--- src/rtl/addsub_pkg.sv ---
// Shared constants and types for the add/sub issue front end.
package addsub_pkg;

  localparam logic OP_ADD = 1'b1;
  localparam logic OP_SUB = 1'b0;

  localparam int unsigned DATA_W_DEF = 32;
  localparam int unsigned TAG_W_DEF  = 4;

  typedef struct packed {
    logic [DATA_W_DEF-1:0] data;
    logic [TAG_W_DEF-1:0]  tag;
  } rsp_t;

  // Credit counter must represent 0..DEPTH inclusive.
  function automatic int unsigned credit_w(input int unsigned depth);
    return $clog2(depth) + 1;
  endfunction

endpackage

--- src/rtl/addsub_rsp_fifo.sv ---
// Synchronous result FIFO with first-word-fall-through read port.
module addsub_rsp_fifo
  import addsub_pkg::*;
#(
  parameter int unsigned W     = DATA_W_DEF + TAG_W_DEF,
  parameter int unsigned DEPTH = 4
) (
  input  logic         CLK,
  input  logic         RST,
  input  logic         wr_en_i,
  input  logic [W-1:0] wr_data_i,
  input  logic         rd_en_i,
  output logic [W-1:0] rd_data_o,
  output logic         empty_o,
  output logic         full_o
);

  localparam int unsigned AW = $clog2(DEPTH);
  localparam logic [AW:0] CNT_FULL = (AW+1)'(DEPTH);

  logic [W-1:0]  mem_q [DEPTH];
  logic [AW-1:0] wptr_q, wptr_d;
  logic [AW-1:0] rptr_q, rptr_d;
  logic [AW:0]   cnt_q, cnt_d;

  // Pointers wrap naturally because DEPTH is a power of two.
  always_comb begin
    wptr_d = wptr_q;
    rptr_d = rptr_q;
    cnt_d  = cnt_q;
    if (wr_en_i) wptr_d = wptr_q + AW'(1);
    if (rd_en_i) rptr_d = rptr_q + AW'(1);
    case ({wr_en_i, rd_en_i})
      2'b10:   cnt_d = cnt_q + (AW+1)'(1);
      2'b01:   cnt_d = cnt_q - (AW+1)'(1);
      default: cnt_d = cnt_q;
    endcase
  end

  always_ff @(posedge CLK or negedge RST) begin
    if (!RST) begin
      wptr_q <= '0;
      rptr_q <= '0;
      cnt_q  <= '0;
    end else begin
      wptr_q <= wptr_d;
      rptr_q <= rptr_d;
      cnt_q  <= cnt_d;
    end
  end

  always_ff @(posedge CLK) begin
    if (wr_en_i) mem_q[wptr_q] <= wr_data_i;
  end

  assign rd_data_o = mem_q[rptr_q];
  assign empty_o   = (cnt_q == '0);
  assign full_o    = (cnt_q == CNT_FULL);

  a_no_overflow:  assert property (@(posedge CLK) disable iff (!RST) !(wr_en_i && full_o));
  a_no_underflow: assert property (@(posedge CLK) disable iff (!RST) !(rd_en_i && empty_o));

endmodule

--- src/rtl/addsub_issue_ctrl.sv ---
// Credit-limited issue/return front end for a registered add/sub unit.
module addsub_issue_ctrl
  import addsub_pkg::*;
#(
  parameter int unsigned DATA_W = DATA_W_DEF,
  parameter int unsigned TAG_W  = TAG_W_DEF,
  parameter int unsigned LAT    = 1,
  parameter int unsigned DEPTH  = 4
) (
  input  logic              CLK,
  input  logic              RST,
  input  logic              req_valid,
  output logic              req_ready,
  input  logic              req_op,
  input  logic [DATA_W-1:0] req_a,
  input  logic [DATA_W-1:0] req_b,
  input  logic [TAG_W-1:0]  req_tag,
  output logic              alu_p,
  output logic [DATA_W-1:0] alu_a,
  output logic [DATA_W-1:0] alu_b,
  input  logic [DATA_W-1:0] alu_s,
  output logic              rsp_valid,
  input  logic              rsp_ready,
  output logic [DATA_W-1:0] rsp_data,
  output logic [TAG_W-1:0]  rsp_tag,
  output logic              busy
);

  localparam int unsigned   CW       = credit_w(DEPTH);
  localparam logic [CW-1:0] CRED_MAX = CW'(DEPTH);

  logic [CW-1:0]    credits_q, credits_d;
  logic             acc, pop;
  logic [LAT-1:0]   vld_q;
  logic [TAG_W-1:0] tag_q [LAT];
  logic             fifo_empty, fifo_full;
  logic [DATA_W+TAG_W-1:0] fifo_rd;

  assign alu_p = req_op;
  assign alu_a = req_a;
  assign alu_b = req_b;

  assign req_ready = RST && (credits_q != '0);
  assign acc       = req_valid && req_ready;
  assign pop       = rsp_valid && rsp_ready;

  always_comb begin
    credits_d = credits_q;
    case ({acc, pop})
      2'b10:   credits_d = credits_q - CW'(1);
      2'b01:   credits_d = credits_q + CW'(1);
      default: credits_d = credits_q;
    endcase
  end

  always_ff @(posedge CLK or negedge RST) begin
    if (!RST) credits_q <= CRED_MAX;
    else      credits_q <= credits_d;
  end

  // Valid/tag pipe tracks the unit's latency so alu_s is captured exactly when it is meaningful.
  always_ff @(posedge CLK or negedge RST) begin
    if (!RST) begin
      vld_q <= '0;
      for (int unsigned i = 0; i < LAT; i++) tag_q[i] <= '0;
    end else begin
      vld_q[0] <= acc;
      tag_q[0] <= req_tag;
      for (int unsigned i = 1; i < LAT; i++) begin
        vld_q[i] <= vld_q[i-1];
        tag_q[i] <= tag_q[i-1];
      end
    end
  end

  addsub_rsp_fifo #(
    .W     (DATA_W + TAG_W),
    .DEPTH (DEPTH)
  ) u_fifo (
    .CLK       (CLK),
    .RST       (RST),
    .wr_en_i   (vld_q[LAT-1]),
    .wr_data_i ({alu_s, tag_q[LAT-1]}),
    .rd_en_i   (pop),
    .rd_data_o (fifo_rd),
    .empty_o   (fifo_empty),
    .full_o    (fifo_full)
  );

  assign rsp_valid           = !fifo_empty;
  assign {rsp_data, rsp_tag} = fifo_rd;
  assign busy                = (credits_q != CRED_MAX);

  a_credit_bound: assert property (@(posedge CLK) disable iff (!RST) credits_q <= CRED_MAX);
  a_full_no_wr:   assert property (@(posedge CLK) disable iff (!RST) !(fifo_full && vld_q[LAT-1]));

endmodule

--- config.mk ---
export PLATFORM = sky130hd
export DESIGN_NAME = addsub_issue_ctrl
export DESIGN_NICKNAME = d
export VERILOG_FILES = /design/src/rtl/addsub_pkg.sv /design/src/rtl/addsub_rsp_fifo.sv /design/src/rtl/addsub_issue_ctrl.sv
export SDC_FILE = /design/constraint.sdc
export NUM_CORES = 1
export LEC_CHECK = 0
export CORE_MARGIN = 3
export CORE_UTILIZATION = 50
export DETAILED_ROUTE_END_ITERATION = 8
export PLACE_DENSITY = 0.86
export RECOVER_POWER = 100
export SETUP_SLACK_MARGIN = 0.1
export SLEW_MARGIN = 20
export SYNTH_ARGS = -nofsm -noshare
export SYNTH_HDL_FRONTEND = slang
export SYNTH_HIERARCHICAL = 1
export SYNTH_SLANG_ARGS = --single-unit
--- constraint.sdc ---
create_clock -name CLK -period 5.2 [get_ports CLK]
set_clock_uncertainty 0.15 [all_clocks]
set_input_delay 1.56 -clock CLK [delete_from_list [all_inputs] [get_ports CLK]]
set_output_delay 1.56 -clock CLK [all_outputs]
set_load 0.05 [all_outputs]
# Word-level counts from Yosys, hierarchy flattened
# Memory sizes are Yosys's and may differ from the RTL's.
# Cells that the tools add are included.
# classes
n_addsub,6
eq_ne,5
mux,4
n_reduce_logical,8
# ops
operator,n
$pmux W3 S2,2
$add A3 B1 Y3 const B,2
$sub A3 B1 Y3 const B,2
$add A2 B1 Y2 const B,2
$eq A2 B1 Y1 const B,2
$eq A2 B2 Y1 const B,2
$reduce_bool A2 Y1,2
$logic_and A1 B1 Y1,3
$logic_not A3 Y1,1
$ne A3 B3 Y1 const B,1
$reduce_bool A3 Y1,1
$mux W1,2
$logic_not A1 Y1,1
# totals
ff_bits,15
ram_bits,144
in_bits,105
out_inout_bits,104
word_cells,30
n_memories,1
# memory_table
memory,words,word_bits,read_ports,rd_ports_with_merged_regs,write_ports,line_no,source
u_fifo.mem_q,4,36,1,0,1,addsub_rsp_fifo.sv:21,logic [W-1:0] mem_q [DEPTH];

# Longest topological paths before layout
# Gate-level depths: netlist (run 1).
# logic_depth
depth_word,5
mapped_depth,8
depth_no_buf,8

# By module
# The synthesis (run 1) kept the hierarchy.
# modules_own_cells
module,instances,cells_per_inst,area_each_um2,seq_area_each_um2
addsub_rsp_fifo,1,225,5607.9,4499.3
addsub_issue_ctrl,1,89,818.3,201.4

# Worst setup path after synthesis (run 1)
# Ideal clock, no wire load.
# synth_timing
path_type,input to output
startpoint,input port RST
endpoint,output port req_ready
arrival_time_ps,1769
t_required_ps,3490
path_slack_ps,1721
path_stages,1
path_buffers,0
path_cell_list,and2_4
# synth_between
elab_chain_cells,1
# synth_rtl
element,line_no,source
start: declaration,addsub_issue_ctrl.sv:11,"input logic RST,"
$logic_and A1 B1 Y1,addsub_issue_ctrl.sv:43,assign req_ready = RST && (credits_q != '0);
end: declaration,addsub_issue_ctrl.sv:13,"output logic req_ready,"
# Every way passes these cells.

# Worst setup path in the final report (run 1)
# layout_timing
startpoint,register u_fifo.rptr_q[0]
endpoint,output port rsp_data[30]
# layout_between
elab_chain_cells,1
# layout_rtl
element,line_no,source
start: declaration,addsub_rsp_fifo.sv:23,"logic [AW-1:0] rptr_q, rptr_d;"
start signal: assignment,addsub_rsp_fifo.sv:47,rptr_q <= rptr_d;
$mem_v2 Z4 W36,-,
end: declaration,addsub_issue_ctrl.sv:24,"output logic [DATA_W-1:0] rsp_data,"
# Every way passes these cells.

==> results.md, run 1 <==
- Total gr overflow: 0
- 1st-pass router iterations: 6
- Ys Warns: 6
- Status: complete, but fails checks
- TritonCTS Buffers: 17
- Antenna violations before repair: 1
- Die area: 14200 µm²
- Setup CP Type: flop to output pin
- Final Max Tran Viols: 148
- FILL cells: 884
- Final antenna-violating net count: 0
- GPL Wtd Cong: 0.659
- Final worst slack: 0.752 ns
- Slew HR: -87.4%
- Synth Instances: 313
- Final WL: 10600 µm
- Leak: 2.48 nW
- First-pass GRT wire length: 16700 µm
- Setup TNS: 0 ns
- Nets@finish: 452
- Worst r2r src: u_fifo/wptr_q[0]
- Fin util: 60.4%
- PD cells: 598 nW/µm²
- Die X-Extent: 119 µm
- Critical Path Source Type: flop
- Initial core utilization: 52.4%
- Vias per cell: 5.30
- Commonest non-fill, non-tap cell in the layout: edfxtp_1
- Post-Syn Area: 6420 µm²
- Initial DRC Count: 284
- Worst-Skew Late Latency: 0.41 ns
- H-tree lvl count: 4
- Placement Setup Slack: 1.17 ns
- Hold Crit Start: u_fifo/cnt_q[2]
- Final min period: 4.45 ns
- Core Region: 12300 µm²
- R2R Setup Slk: 1.89 ns
- Overall Power: 4.43 mW
- RSZ-0062 raised after global routing: false
- Post_cts resized: 0
- Share of cells above drive strength 1: 19.4%
- Area growth syn-to-layout: 15.4%
- Vias in the first global route: 3013
- Hold Buf Count CTS: 0
- R2R depth: 3
- Count of input and output buffers: 78
- Worst hold slack: 0.325 ns
- Hold Vio Cnt, Final: 0
- CP arrival: 2.74 ns
- N_diodes: 0
- Post-DP HPWL: 6530 µm
- Setup bufs post-CTS: 0
- DRC errors left: 0
- Row count: 40
- CTS tree: done
- # IOs: 209
- # setup viols final: 0
- Failing checks: max-capacitance violations, max-slew violations
- Critical Path End Type: output pin
- Syn_nets: 426
- Fmax achieved: 0.225 GHz
- Average size of a mapped cell: 20.5 µm²
- Root buf cell: clkbuf_16
- Crit share post-route: 85.5%
- Slew @ Worst Pin: 2.81 ns
- Hold Path Class: flop to flop
- CP max FO: 24
- Most frequent cells in the layout: 144 x edfxtp_1, 75 x dlygate4sd3_1, 36 x mux4_2
- Drt wl/cell: 20.4 µm
- Largest net degree at the start of global routing: 38
- Gr usage total: 15.8%
- Worst VDD drop: 0.372 mV
- Max-Cap Viols: 4
- CP Data Required Time: 3.49 ns
- Clock sinks: 159
- Via count: 2747
- Clk slew on worst S/H paths: 0.06 ns
- Critical path origin: u_fifo/rptr_q[0]
- Clk buf depth: 2
- Hold path depth: 1
- Die Height: 119 µm
power breakdown:
group	total, mW	internal, mW	switching, mW	leakage (nW)
Clock	1.13	0.688	0.439	0.266
Sequential	1.74	1.58	0.157	1.48
Combinational	1.56	0.601	0.960	0.733
layout make-up:
type / instances / area, µm² / area share, %
Multi-Input combinational cell: 72 / 1110 / 15.0
Tap cell: 168 / 210 / 2.84
Inverter: 9 / 33.8 / 0.456
Clock buffer: 19 / 433 / 5.85
Clock inverter: 11 / 100 / 1.35
Timing Repair Buffer: 80 / 815 / 11.0
Sequential cell: 159 / 4700 / 63.5
per-stage QoR:
stage / std cells / cell area [µm²]
6_report: 518 / 7410
5_1_grt: 518 / 7410
4_1_cts: 518 / 7420
3_5_place_dp: 488 / 6890
3_3_place_gp: 488 / 6890
2_1_floorplan: 313 / 6420
layer usage:
metal	global-route usage [%]	vias up	share of wire, %
met5	0	-	0.12
met4	7.73	2	3.3
met3	6.32	48	7.1
met2	26.5	111	52
met1	17.7	1396	37
li1	-	1190	-
registers in the layout, summed over array words and instances, names as in the netlist:
signal	flops
u_fifo/rptr_q	2
vld_q	1
u_fifo/cnt_q	3
u_fifo/wptr_q	2
tag_q	4
u_fifo/mem_q	144
credits_q	3
worst paths after layout:
path                                       end
max in group asynchronous     u_fifo/rptr_q[0]
setup / recovery                  rsp_data[30]
min in group asynchronous             tag_q[1]
hold reg to reg                u_fifo/cnt_q[2]
setup reg to reg           u_fifo/mem_q[2][12]
hold / removal                 u_fifo/cnt_q[2]
worst max-delay path: stages (launching register included):
cell and delay, ns:
dfrtp_2 0.71, buf_12 0.29, mux4_2 0.53, dlygate4sd3_1 0.78
Power figures use the tool's default switching activity.
==> inputs of run 2 (changes only) <==
--- a/config.mk
+++ b/config.mk
@@ -5,7 +5,7 @@
 export SDC_FILE = /design/constraint.sdc
 export NUM_CORES = 1
 export LEC_CHECK = 0
-export CORE_MARGIN = 3
+export CORE_MARGIN = 2
 export CORE_UTILIZATION = 50
 export DETAILED_ROUTE_END_ITERATION = 8
 export PLACE_DENSITY = 0.86
==> run 2 against run 1 <==
  * The flow still finishes with violations (max-capacitance violations, max-slew violations)
  * Register-to-register slack is essentially flat
  * Total power increased by 0.79%
  * Non-clock buffer count is the same
  * Routed wire length increased by 0.69%
==> results.md, run 2 (synthesized netlist as in run 1, its figures left out) <==
- Antenna violations before repair: 0 (-1)
- R2R Path End: u_fifo/mem_q[1][25]
- Post-DP HPWL: 6570 µm (+0.59%)
- Largest net degree at the start of global routing: 38 (unchanged)
- Status: complete, but fails checks
- CP arrival: 2.83 ns (+0.09 ns)
- CP max FO: 21 (-13%)
- Crit share post-route: 87.3% (+1.7 points)
- Slew @ Worst Pin: 2.84 ns (+0.0340 ns)
- Hold path depth: 1 (unchanged)
- Worst r2r src: u_fifo/wptr_q[1]
- GPL Wtd Cong: 0.672 (+1.9%)
- Nets@finish: 452 (unchanged)
- R2R depth: 3 (unchanged)
- Hold Path Class: flop to flop
- Clk slew on worst S/H paths: 0.06 ns (about the same)
- CTS tree: done
- Die area: 13800 µm² (-3.3%)
- Fmax achieved: 0.220 GHz (-2.0%)
- Leak: 2.48 nW (+0.11%)
- First-pass GRT wire length: 16900 µm (+1.4%)
- CP Data Required Time: 3.49 ns (about the same)
- TritonCTS Buffers: 17 (unchanged)
- RSZ-0062 raised after global routing: false
- Row count: 41 (+2.5%)
- Worst VDD drop: 0.305 mV (-18%)
- Setup TNS: 0 ns (unchanged)
- R2R Setup Slk: 1.88 ns (about the same)
- Worst hold slack: 0.329 ns (+0.00466 ns)
- Final WL: 10600 µm (+0.69%)
- Drt wl/cell: 20.3 µm (-0.46%)
- Vias per cell: 5.21 (-1.8%)
- Total gr overflow: 0 (unchanged)
- Reg with most FFs: u_fifo/mem_q
- PD cells: 600 nW/µm² (+0.40%)
- Area growth syn-to-layout: 15.8%
- # setup viols final: 0 (unchanged)
- Setup bufs post-CTS: 0 (unchanged)
- N_diodes: 0 (unchanged)
- # IOs: 209 (unchanged)
- Worst-Skew Late Latency: 0.42 ns (about the same)
- H-tree lvl count: 4 (unchanged)
- Slew HR: -89.7% (-2.3 points)
- Hold Buf Count CTS: 0 (unchanged)
- Hold Crit Start: u_fifo/cnt_q[2]
- Failing checks: max-capacitance violations, max-slew violations
- Max FFs per register: 144 (unchanged)
- Max-Cap Viols: 4 (unchanged)
- Vias in the first global route: 3080 (+2.2%)
- Die X-Extent: 117 µm (-1.7%)
- Critical Path Source Type: flop
- Share of cells above drive strength 1: 20.2% (+0.74 points)
- Count of input and output buffers: 78 (unchanged)
- Hold Vio Cnt, Final: 0 (unchanged)
- Clock sinks: 159 (unchanged)
- Initial core utilization: 51.1% (-1.3 points)
- Via count: 2729 (-0.66%)
- Post_cts resized: 0 (unchanged)
- Root buf cell: clkbuf_16
- Setup CP Type: flop to output pin
- DRC errors left: 0 (unchanged)
- Die Height: 117 µm (-1.7%)
- Worst hold endpoint: u_fifo/cnt_q[2]
- Clk buf depth: 2 (unchanged)
- Most frequent cells in the layout: 144 x edfxtp_1, 75 x dlygate4sd3_1, 36 x mux4_2
- Critical Path End Type: output pin
- Final Max Tran Viols: 148 (unchanged)
- Final min period: 4.54 ns (+0.0896 ns)
- Fin util: 59.2% (-1.2 points)
- 1st-pass router iterations: 4 (-2)
- Final antenna-violating net count: 0 (unchanged)
- Largest regs: u_fifo/mem_q: 144 flops, tag_q: 4 flops
- Commonest non-fill, non-tap cell in the layout: edfxtp_1
- Gr usage total: 16.6% (+0.77 points)
- Initial DRC Count: 107 (-62%)
- Core Region: 12600 µm² (+2.5%)
## run 2: changes by cell type in the layout (fill, tap and decap cells not counted)
cell	delta
clkinv_1	-2
clkbuf_1	+1
clkinvlp_4	+2
clkinv_4	+2
clkinv_2	-1
## run 2: per-layer routing
metal	routed length (µm)	global-route usage, %	vias to the layer above
li1	-	-	1197
met1	4080	18.7	1397
met2	5630	27.7	92
met3	603	6.13	43
met4	313	8.73	0
met5	0	0	-
## run 2: per-stage QoR
stage / setup WS, ns / std cells / cell area (µm²) / total power, mW
4_1_cts: 0.657 / 524 / 7450 / 4.59
6_report: 0.662 / 524 / 7430 / 4.46
3_5_place_dp: 1.11 / 492 / 6890 / 3.42
2_1_floorplan: 1.72 / 313 / 6420 / 3.07
5_1_grt: 0.512 / 524 / 7430 / 4.65
3_3_place_gp: 1.14 / 492 / 6890 / 3.38
## run 2: final cells by class
type,instances,area [µm²]
well taps,172,215
flip-flops and latches,159,4700
multi-input cells,72,1110
clock inverters,12,120
repair buffers,80,815
fillers,906,5130
inverters,9,33.8
clock buffers,20,437
## run 2: critical path: stages (launching register included)
cell           delay, ns
dfrtp_2             0.77
buf_12              0.29
mux4_2              0.55
dlygate4sd3_1       0.78
## run 2: worst max path at each step
| stage | start | to | slack (ns) | depth (start not counted) |
|---|---|---|---|---|
| after floorplan | RST | req_ready | 1.72 | 1 |
| after global placement | u_fifo/rptr_q[0] | rsp_data[1] | 1.14 | 3 |
| after detailed placement | u_fifo/rptr_q[0] | rsp_data[12] | 1.11 | 3 |
| after CTS | u_fifo/rptr_q[0] | rsp_data[12] | 0.66 | 3 |
| after global routing | u_fifo/rptr_q[0] | rsp_data[2] | 0.51 | 3 |
| final | u_fifo/rptr_q[0] | rsp_data[12] | 0.66 | 3 |
## run 2: where the power goes
| part | switching (mW) | total, mW | internal (mW) |
|---|---|---|---|
| logic | 0.958 | 1.56 | 0.603 |
| clock network | 0.455 | 1.15 | 0.699 |
| registers | 0.165 | 1.75 | 1.58 |
==> RTL change, RTL diff (config.mk and constraints of run 2) <==
Make the reset (`RST`) synchronous in 3 clocked blocks.
--- a/src/rtl/addsub_rsp_fifo.sv
+++ b/src/rtl/addsub_rsp_fifo.sv
@@ -38,5 +38,5 @@
   end
 
-  always_ff @(posedge CLK or negedge RST) begin
+  always_ff @(posedge CLK) begin
     if (!RST) begin
       wptr_q <= '0;
--- a/src/rtl/addsub_issue_ctrl.sv
+++ b/src/rtl/addsub_issue_ctrl.sv
@@ -54,5 +54,5 @@
   end
 
-  always_ff @(posedge CLK or negedge RST) begin
+  always_ff @(posedge CLK) begin
     if (!RST) credits_q <= CRED_MAX;
     else      credits_q <= credits_d;
@@ -60,5 +60,5 @@
 
   // Valid/tag pipe tracks the unit's latency so alu_s is captured exactly when it is meaningful.
-  always_ff @(posedge CLK or negedge RST) begin
+  always_ff @(posedge CLK) begin
     if (!RST) begin
       vld_q <= '0;
Function: differs if RST is asserted again (counterexample within 4 cycles, from zero or initial values and one cycle with RST low); with RST held inactive, the same outputs for 4 cycles.
==> RTL change against run 2 <==
- the run still ends with max-capacitance violations, max-slew violations left
- highest routed layer unchanged
- largest power group unchanged
- cell area rose by 0.98%
- sequential share of layout area fell by 1.1 points
- worst setup slack got worse by 0.024 ns
- total power fell by 14%
- final cell count rose by 2.7%
- register-to-register slack improved by 0.06 ns
- via count rose by 5.4%
- routed wire length rose by 9.9%
- worst hold slack improved by 0.0027 ns
- critical path depth did not move
- area after synthesis rose by 1.2%
- sequential cell count rose by 2
==> RTL change: results (changes against run 2) <==
- Antenna viol nets, final: 0 (unchanged)
- Failing checks: max-capacitance violations, max-slew violations
- Met3 Use GR: 6.64% (+0.51 points)
- Met2 global-route usage: 31.1% (+3.3 points)
- CP arrival: 2.85 ns (+0.02 ns)
- Placed instance count: 507 (+3.0%)
- DP Worst Slack: 0.673 ns (-0.435 ns)
- Wirelength per Cell: 21.7 microns (+7.1%)
- Worst r2r src: u_fifo/wptr_q[0]
- WHS: 0.332 ns (+0.00271 ns)
- Crit path max fanout: 16 (-24%)
- Vias in the first global route: 3072 (-0.26%)
- Setup crit end: req_ready
- Reg2reg end: u_fifo/mem_q[0][9]
- Gr usage total: 17.3% (+0.70 points)
- Slew at the pin closest to its max-slew limit: 2.86 ns (+0.0156 ns)
- Final net count: 467 (+3.3%)
- Via count: 2876 (+5.4%)
- Status: finished, violations left
- R2r setup slk: 1.94 ns (+0.06 ns)
- CTS resizes: 0 (unchanged)
- Worst Setup SP: RST
- Syn Area/Cell: 19.8 sq um (-3.4%)
- WHS Path Cells: 0 (-1)
- P_leak: 2.46 nW (-1.0%)
- Placement Cell Area: 6950 sq um (+0.76%)
- Slew Viols, Final: 148 (unchanged)
- Syn Nets: 441 (+3.5%)
- GR Layer Usage met1: 18.2% (-0.42 points)
- Switching power: 1.21 mW (-23%)
- Largest net degree at the start of global routing: 37 (-2.6%)
- Global-route wire length before repair: 17600 microns (+4.1%)
- Fill count: 915 (+0.99%)
- DP HPWL: 7570 microns (+15%)
- Max_cap viols: 4 (unchanged)
- Hold Startpoint: tag_q[0][0]
- Hold Path Sink: u_fifo/mem_q[1][0]
- Fin cells: 538 (+2.7%)
- Share of cells above drive strength 1: 17.5% (-2.7 points)
- Met2 WL: 6450 microns (+14%)
- Initial DRC count: 155 (+45%)
- GP Congestion: 0.669 (-0.37%)
- Peak supply drop: 0.275 mV (-9.9%)
- Final worst slack: 0.639 ns (-0.0237 ns)
- Wire length on met3: 892 microns (+48%)
-- RTL change: area by class of cell --
class / count / area (sq um) / share of cell area [%]
tap: 172 / 215 / 2.87
sequential: 161 / 4670 / 62.2
clock inverter: 14 / 143 / 1.90
clock buffer: 17 / 425 / 5.67
timing repair buffer: 80 / 806 / 10.7
multi-input combinational: 85 / 1220 / 16.2
inverter: 9 / 33.8 / 0.450
-- RTL change: power groups by stage --
| stage | sequential (mW) | combinational [mW] | clock, mW |
|---|---|---|---|
| floorplan | 1.56 | 1.01 | 0 |
| global placement | 1.61 | 1.12 | 0 |
| detailed placement | 1.61 | 1.14 | 0 |
| CTS | 1.59 | 1.15 | 1.19 |
| global route | 1.60 | 1.14 | 1.25 |
| finish | 1.59 | 1.08 | 1.17 |
-- RTL change: worst max-delay path, cell delays in order --
cell	delay, ns
dlygate4sd3_1	0.85
o31a_1	0.29
buf_12	0.15
